**src/rtl/ccc_clock_monitor.sv**
```systemverilog
// Frequency-band monitor for an MSS CCC generated clock, sampled in the PCLK domain.
// Counts mon_clk rising edges per fixed window, qualifies lock and flags loss of clock.
module ccc_clock_monitor #(
    parameter int WINDOW_CYCLES = 1000,
    parameter int CNT_W         = 16,
    parameter int MIN_EDGES     = 90,
    parameter int MAX_EDGES     = 110,
    parameter int LOCK_WINDOWS  = 4
) (
    input  logic             PCLK,
    input  logic             PRESERN,
    input  logic             enable,
    input  logic             mon_clk,
    input  logic             clear_lost,
    output logic             lock,
    output logic             lost,
    output logic [CNT_W-1:0] measured,
    output logic             meas_valid,
    output logic             in_band,
    output logic [1:0]       state
);

    localparam int WIN_W  = $clog2(WINDOW_CYCLES);
    localparam int GOOD_W = $clog2(LOCK_WINDOWS + 1);

    localparam logic [WIN_W-1:0]  WIN_LAST = WIN_W'(WINDOW_CYCLES - 1);
    localparam logic [GOOD_W-1:0] GOOD_MAX = GOOD_W'(LOCK_WINDOWS);
    localparam logic [CNT_W-1:0]  CNT_MAX  = '1;
    localparam logic [CNT_W-1:0]  MIN_V    = CNT_W'(MIN_EDGES);
    localparam logic [CNT_W-1:0]  MAX_V    = CNT_W'(MAX_EDGES);

    typedef enum logic [1:0] {
        IDLE   = 2'd0,
        ACQ    = 2'd1,
        LOCKED = 2'd2
    } state_t;

    state_t cur_state;
    state_t nxt_state;

    logic s1;
    logic s2;
    logic s3;
    logic rise;

    logic [WIN_W-1:0]  win_cnt;
    logic [WIN_W-1:0]  win_nxt;
    logic [CNT_W-1:0]  edge_cnt;
    logic [CNT_W-1:0]  edge_nxt;
    logic [CNT_W-1:0]  edge_inc;
    logic [GOOD_W-1:0] good_cnt;
    logic [GOOD_W-1:0] good_nxt;
    logic [GOOD_W-1:0] good_inc;
    logic [CNT_W-1:0]  meas_nxt;
    logic              mv_nxt;
    logic              ib_nxt;
    logic              lost_nxt;
    logic              lock_nxt;
    logic              set_lost;
    logic              win_end;
    logic              band_ok;

    assign rise  = s2 & ~s3;
    assign state = cur_state;

    // Saturating count including a rise seen in the current cycle
    always_comb begin
        edge_inc = edge_cnt;
        if (rise && (edge_cnt != CNT_MAX)) begin
            edge_inc = edge_cnt + CNT_W'(1);
        end
    end

    always_comb begin
        good_inc = good_cnt;
        if (good_cnt != GOOD_MAX) begin
            good_inc = good_cnt + GOOD_W'(1);
        end
    end

    assign win_end = (cur_state != IDLE) && (win_cnt == WIN_LAST);
    assign band_ok = (edge_inc >= MIN_V) && (edge_inc <= MAX_V);

    always_comb begin
        nxt_state = cur_state;
        win_nxt   = win_cnt;
        edge_nxt  = edge_cnt;
        good_nxt  = good_cnt;
        meas_nxt  = measured;
        mv_nxt    = 1'b0;
        ib_nxt    = in_band;
        set_lost  = 1'b0;

        if (!enable) begin
            nxt_state = IDLE;
            win_nxt   = '0;
            edge_nxt  = '0;
            good_nxt  = '0;
        end else begin
            unique case (cur_state)
                IDLE: begin
                    nxt_state = ACQ;
                    win_nxt   = '0;
                    edge_nxt  = '0;
                    good_nxt  = '0;
                end
                ACQ, LOCKED: begin
                    edge_nxt = edge_inc;
                    win_nxt  = win_cnt + WIN_W'(1);
                    if (win_end) begin
                        win_nxt  = '0;
                        edge_nxt = '0;
                        meas_nxt = edge_inc;
                        mv_nxt   = 1'b1;
                        ib_nxt   = band_ok;
                        if (band_ok) begin
                            good_nxt = good_inc;
                            if (good_inc == GOOD_MAX) begin
                                nxt_state = LOCKED;
                            end
                        end else begin
                            good_nxt = '0;
                            if (cur_state == LOCKED) begin
                                nxt_state = ACQ;
                                set_lost  = 1'b1;
                            end
                        end
                    end
                end
                default: begin
                    nxt_state = IDLE;
                    win_nxt   = '0;
                    edge_nxt  = '0;
                    good_nxt  = '0;
                end
            endcase
        end
    end

    // A new loss event takes priority over a firmware clear
    always_comb begin
        lost_nxt = lost;
        if (set_lost) begin
            lost_nxt = 1'b1;
        end else if (clear_lost) begin
            lost_nxt = 1'b0;
        end
    end

    assign lock_nxt = (nxt_state == LOCKED);

    always_ff @(posedge PCLK or negedge PRESERN) begin
        if (!PRESERN) begin
            s1         <= 1'b0;
            s2         <= 1'b0;
            s3         <= 1'b0;
            cur_state  <= IDLE;
            win_cnt    <= '0;
            edge_cnt   <= '0;
            good_cnt   <= '0;
            measured   <= '0;
            meas_valid <= 1'b0;
            in_band    <= 1'b0;
            lock       <= 1'b0;
            lost       <= 1'b0;
        end else begin
            s1         <= mon_clk;
            s2         <= s1;
            s3         <= s2;
            cur_state  <= nxt_state;
            win_cnt    <= win_nxt;
            edge_cnt   <= edge_nxt;
            good_cnt   <= good_nxt;
            measured   <= meas_nxt;
            meas_valid <= mv_nxt;
            in_band    <= ib_nxt;
            lock       <= lock_nxt;
            lost       <= lost_nxt;
        end
    end

endmodule
```
**config.mk**
```make
export PLATFORM = sky130hd
export DESIGN_NAME = ccc_clock_monitor
export DESIGN_NICKNAME = d
export VERILOG_FILES = /design/src/rtl/ccc_clock_monitor.sv
export SDC_FILE = /design/constraint.sdc
export NUM_CORES = 1
export LEC_CHECK = 0
export CAP_MARGIN = 20
export CELL_PAD_IN_SITES_DETAIL_PLACEMENT = 0
export CELL_PAD_IN_SITES_GLOBAL_PLACEMENT = 2
export CORE_ASPECT_RATIO = 1.75
export CORE_MARGIN = 2
export CORE_UTILIZATION = 36
export CTS_CLUSTER_SIZE = 30
export DETAILED_ROUTE_END_ITERATION = 7
export DONT_BUFFER_PORTS = 1
export PLACE_DENSITY = 0.83
export SLEW_MARGIN = 20
export SYNTH_ARGS = -nofsm -noshare
export SYNTH_HDL_FRONTEND = slang
export SYNTH_SLANG_ARGS = --single-unit
```
**constraint.sdc**
```tcl
create_clock -name PCLK -period 2.9 [get_ports PCLK]
set_clock_uncertainty 0.2 [all_clocks]
set_input_delay 0.58 -clock PCLK [delete_from_list [all_inputs] [get_ports PCLK]]
set_output_delay 0.58 -clock PCLK [all_outputs]
set_load 0.03 [all_outputs]
```
Word level (Yosys, flattened, before mapping):

Cells that the tools add are included.

* memory bits (read-only): 0
* output and inout bits: 22
* memories kept: 0
* RAM bits: 0
* bits in latches: 0
* bits in registers: 54

* equal/unequal tests: 8
* multipliers: 0
* order comparisons: 2
* divide/modulo/power cells: 0
* shift-type cells: 0
* multiplexer cells: 28
* reduce and logical (&&, ||, !) cells: 8
* add/subtract/negate cells: 3
* bitwise gates (word level): 2

Operators with widths (count)
* 2-to-1 mux 16 bit: 4
* 2-to-1 mux 10 bit: 3
* adder 16 x 1 -> 16 bit (second input constant): 1
* >= comparator 16 x 7 -> 1 bit (second input constant): 1
* <= comparator 16 x 7 -> 1 bit (second input constant): 1
* != test 16 bit (second input constant): 1
* 2-to-1 mux 3 bit: 5
* adder 10 x 1 -> 10 bit (second input constant): 1
* equality test 10 bit (second input constant): 1
* 2-to-1 mux 1 bit: 10
* 2-to-1 mux 2 bit: 5
* != test 3 bit (second input constant): 2
* equality test 2 bit (second input constant): 2
* case mux 2 bit (2 select lines): 1
* nonzero test 2 bit: 2
* adder 3 x 1 -> 3 bit (second input constant): 1
* equality test 3 bit (second input constant): 1
* logical AND 1 bit: 3
* AND reduction 3 bit: 1
* equality test 2 x 1 -> 1 bit (second input constant): 1
* zero test 2 bit: 1
* OR reduction 2 bit: 1
* AND 1 bit: 1
* inverter 1 bit: 1

Longest topological paths before layout:

* word-level depth: 11
* depth in mapped cells: 10

Worst setup path before layout:

No wires, ideal clock.

* kind: flip-flop to flip-flop
* start point: reg edge_cnt[0]
* end point: reg lock
* data arrival time: 2829 ps
* data required time: 2589 ps
* setup time: 111 ps
* cell stages (with the launch flop): 11
* slack: -241 ps
* buffers on the path: 1
* path through: dfrtp_1 -> ha_1 -> and3_4 -> and4_1 -> nor2_1 -> o31a_1 -> o41a_1 -> or4_1 -> buf_2 -> and3b_4 -> a2111oi_2

* longest elaborated chain between the ends: 10

Ends and longest elaborated chain
* start, declared: RTL line 48 `logic [CNT_W-1:0] edge_cnt;`
* start signal, assigned: RTL line 172 `edge_cnt <= edge_nxt;`
* branches (longest 2 deep; another with adder 16 x 1 -> 16 bit)
* 2-to-1 mux 16 bit (*): RTL line 69 `if (rise && (edge_cnt != CNT_MAX)) begin`
* >= comparator 16 x 7 -> 1 bit / <= comparator 16 x 7 -> 1 bit (equally long branches): RTL line 82 `assign band_ok = (edge_inc >= MIN_V) && (edge_inc <= MAX_V);`
* logical AND 1 bit (*): RTL line 82
* 2-to-1 mux 2 bit (*): RTL line 116 `if (band_ok) begin`
* 2-to-1 mux 2 bit (*): RTL line 110 `if (win_end) begin`
* case mux 2 bit (2 select lines) (*): RTL line 100 `unique case (cur_state)`
* 2-to-1 mux 2 bit (*): RTL line 94 `if (!enable) begin`
* equality test 2 bit (*): RTL line 150 `assign lock_nxt = (nxt_state == LOCKED);`
* net lock_nxt: RTL line 58 `logic lock_nxt;`
* end signal, assigned: RTL line 177 `lock <= lock_nxt;`
* end, declared: RTL line 15 `output logic lock,`

Mark *: on every way through the listed nets, which the timed path passes.
A chain may end at the register's enable or synchronous reset.

Worst setup path in the final report:

* start point: reg edge_cnt[1]
* end point: reg lock

Same word-level chain as after synthesis.

==> metrics.cfg <==
[floorplan]
fp-row-count = 42
design.core.area_um2 = 7570
floorplan.initialDensity_pct = 37.0
ioPinCount = 27
die-area_um2 = 8520
die_x_um = 70.7
dieHeight_um = 121

[drt]
drt_pass1_iterations = 4
vias = 2265
dr.first_iter.drc_count = 91
vias_per_cell = 5.19
detail_route.wl_per_cell_um = 15.2
detail_route.wirelength_mm = 6.62
antenna_left = 0
drc_errors = 0

[finish]
final_net_count = 360
drive_gt1_share_pct = 26.7
fill_cells = 743
insertedDiodeCount = 0
final-seq-area_um2 = 1350
area_growth_pct = 28.4
post-route-cell-area_um2 = 3590
multi_input_area_um2 = 1460

[timing]
final-hold-violation-count = 0
report.final.slew_viol_count = 0
relSlewSlack_pct = 71.9
max_freq_mhz = 344
min_period_ns = 2.91
worst-slew-pin-transition_ns = 0.418
rsz_0062_raised_after_global_routing = yes
ratio_of_final_minimum_period_to_clock_period_pct = 100
minimum_setup_slack_in_the_final_design_ns = -0.00539
worst_hold_slack_ns = 0.109
setup-violations-final = 2

[logic_synthesis]
number_of_flops_mapped_to_enable_cells_by_yosys = 0
seq_area_frac_synth_pct = 48.3
post_synthesis_average_cell_area_um2 = 9.49
ys_warn_count = 0
cell_with_the_most_instances_after_synthesis = sky130_fd_sc_hd__dfrtp_1
synth.lib_cells_used.distinct = 51
ys_dominant_reg_cell = sky130_fd_sc_hd__dfrtp_1
synth-seq-cells = 54
synth_cells = 295
synth_common_cells = sky130_fd_sc_hd__dfrtp_1 (54), sky130_fd_sc_hd__nor2_1 (43), sky130_fd_sc_hd__nand2_1 (30), sky130_fd_sc_hd__o21ai_0 (23), sky130_fd_sc_hd__nand3_1 (14)
synth.largest_area_cell = sky130_fd_sc_hd__dfrtp_1
synth_top_area_share_pct = 48.3
yosys-top-cells-area = sky130_fd_sc_hd__dfrtp_1 (48%), sky130_fd_sc_hd__nor2_1 (5.8%), sky130_fd_sc_hd__o21ai_0 (4.1%), sky130_fd_sc_hd__nand2_1 (4.0%), sky130_fd_sc_hd__ha_1 (3.6%)
synth.net_count = 308
mappedNetlistArea_um2 = 2800
postSynth.asyncResetShare_pct = 100

[status]
violations_in_the_final_reports = setup timing
status = finished with violations

[critical_path]
cp_data_arrival_time_ns = 2.89
critPathRequiredTime_ns = 2.89
worst-r2r-setup-slack_ns = -0.005
worstReg2RegEnd = lock$_DFF_PN0_
r2r-start = edge_cnt[1]$_DFF_PN0_
rr_worst_depth = 9
worstSetupStartpointType = register
path_max_fanout = 5
crit_type = register to register
worstSetupEndpoint = lock$_DFF_PN0_
critical_path.endpoint_type = register
critPathLaunch = edge_cnt[1]$_DFF_PN0_

[pwr]
static-leakage-power_nw = 1.64
p_int_mw = 1.20
power.net_switching_mw = 0.340
ir_drop_v = 0.000256
clock_group_share_of_total_power_pct = 45.4
p_sw_share_pct = 22.1
p_comb_share_pct = 5.1
power.density_cell_area_nw_per_um2 = 428
share_seq_of_total_power_pct = 49.6

[clock_network]
cts_inserted_buffers = 5
cts_tree = done
ctsRootBufferMaster = sky130_fd_sc_hd__clkbuf_16
clock_tree.htree_level_count = 2
clk_path_buf_depth = 2
clkTransAtPathRegs_ns = 0.07
numClockSinks = 54
clock_latency_ns = 0.30

[global_route]
congestion_overflow_gr = 0
grt_pass1_vias = 2380
largest_net_degree_at_the_start_of_global_routing = 55
grt.total_usage_pct = 16.6
grt_first_pass_wirelength_mm = 11.1
initial_antenna_violation_count = 0

[run]
drv.max_cap_violation_count = 0

[place]
hpwl_mm = 5.00
total_placed_instance_area_um2 = 3220
gpl.final_weighted_congestion = 0.899
numPortBuffers = 0

[worst_hold_path]
type_of_the_worst_min_delay_path = input port to register

worst max-delay path, cell delays in order, from the launching register on:
cell	delay [ns]
sky130_fd_sc_hd__dfrtp_1	0.39
sky130_fd_sc_hd__ha_4	0.16
sky130_fd_sc_hd__and3_4	0.22
sky130_fd_sc_hd__and4_1	0.23
sky130_fd_sc_hd__nor2_1	0.05
sky130_fd_sc_hd__o31a_1	0.24
sky130_fd_sc_hd__o41a_1	0.34
sky130_fd_sc_hd__or4_4	0.46
sky130_fd_sc_hd__and3b_4	0.22
sky130_fd_sc_hd__a2111oi_2	0.28
worst min path at each step:
stage / from / end / depth (start not counted)
global route: mon_clk / s1$_DFF_PN0_ / 0
global placement: PRESERN / s1$_DFF_PN0_ / 0
floorplan: PRESERN / edge_cnt[0]$_DFF_PN0_ / 0
detailed placement: PRESERN / measured[9]$_DFFE_PN0P_ / 0
finish: mon_clk / s1$_DFF_PN0_ / 0
CTS: mon_clk / s1$_DFF_PN0_ / 0
what timing repair did:
item | 4_1_cts | 5_1_grt
pin swaps | 4 | 8
endpoints found under the hold margin | 54 | 0
cloned | 0 | 0
buffers inserted | 7 | 5
gates resized for setup | 3 | 12
hold buffers | 2 | 0
setup endpoints to repair | 5 | 7
registers in the layout, indices dropped and copies added (netlist names):
signal	count
edge_cnt	16
s3	1
meas_valid	1
lost	1
measured	16
lock	1
state	2
s2	1
in_band	1
good_cnt	3
win_cnt	10
s1	1
stage by stage:
step | cells | utilization [%] | setup slack, ns | TNS [ns] | total power, mW
2_1_floorplan | 295 | - | 0.0312 | 0 | 0.817
3_3_place_gp | 414 | 42.6 | 0.00856 | 0 | 0.835
3_5_place_dp | 414 | 42.6 | -0.0780 | -0.255 | 0.836
4_1_cts | 431 | 46.3 | -0.0363 | -0.0966 | 1.56
5_1_grt | 436 | 47.5 | -0.123 | -0.505 | 1.60
6_report | 436 | 47.5 | -0.00539 | -0.00801 | 1.54
layout by cell type, fill, tap and decap left out, types with 3 or more instances in the layout:
master	instances
sky130_fd_sc_hd__nand4b_1	3
sky130_fd_sc_hd__nand3_1	13
sky130_fd_sc_hd__inv_1	10
sky130_fd_sc_hd__nand2_1	29
sky130_fd_sc_hd__xnor2_1	8
sky130_fd_sc_hd__nand3b_1	3
sky130_fd_sc_hd__o21ai_0	23
sky130_fd_sc_hd__clkbuf_16	5
sky130_fd_sc_hd__nor2_1	41
sky130_fd_sc_hd__ha_1	7
sky130_fd_sc_hd__a21oi_1	5
sky130_fd_sc_hd__dfrtp_1	53
sky130_fd_sc_hd__and2_1	3
sky130_fd_sc_hd__nand4_1	11
sky130_fd_sc_hd__a21o_1	3
sky130_fd_sc_hd__xor2_1	9
sky130_fd_sc_hd__buf_4	56
sky130_fd_sc_hd__mux2i_1	5
sky130_fd_sc_hd__nor3_1	4
sky130_fd_sc_hd__and3_1	5
logic make-up (layout without fill, tap and decap cells):
kind of cell	count (synthesis)	after routing	synth area share (%)
buf+inv	23	76	3.71
mux	5	5	1.79
flops	54	54	48.3
xor+xnor	20	20	6.26
fa+ha+maj	8	8	3.58
compound gates	48	48	10.9
simple gates	137	137	25.5
routing by layer:
layer	wire [µm]	GRT usage, %	vias to the layer above
met5	0	0	-
met4	229	7.55	0
met3	195	3.25	14
met2	3610	31.3	34
met1	2590	17.4	1088
li1	-	-	1129
layout make-up:
| type | count | area share, % |
|---|---|---|
| Inverter | 10 | 1.04 |
| Multi-Input combinational cell | 218 | 40.7 |
| Timing Repair Buffer | 58 | 12.7 |
| Tap cell | 88 | 3.06 |
| Clock buffer | 5 | 3.48 |
| Sequential cell | 54 | 37.6 |
| Clock inverter | 3 | 1.36 |
power groups by stage:
stage	logic, mW	clock network, mW	registers, mW
2_1_floorplan	0.0340	0	0.783
3_3_place_gp	0.0569	0	0.778
3_5_place_dp	0.0579	0	0.778
4_1_cts	0.0802	0.719	0.763
5_1_grt	0.0859	0.746	0.764
6_report	0.0777	0.698	0.763
Power figures use the tool's default switching activity.
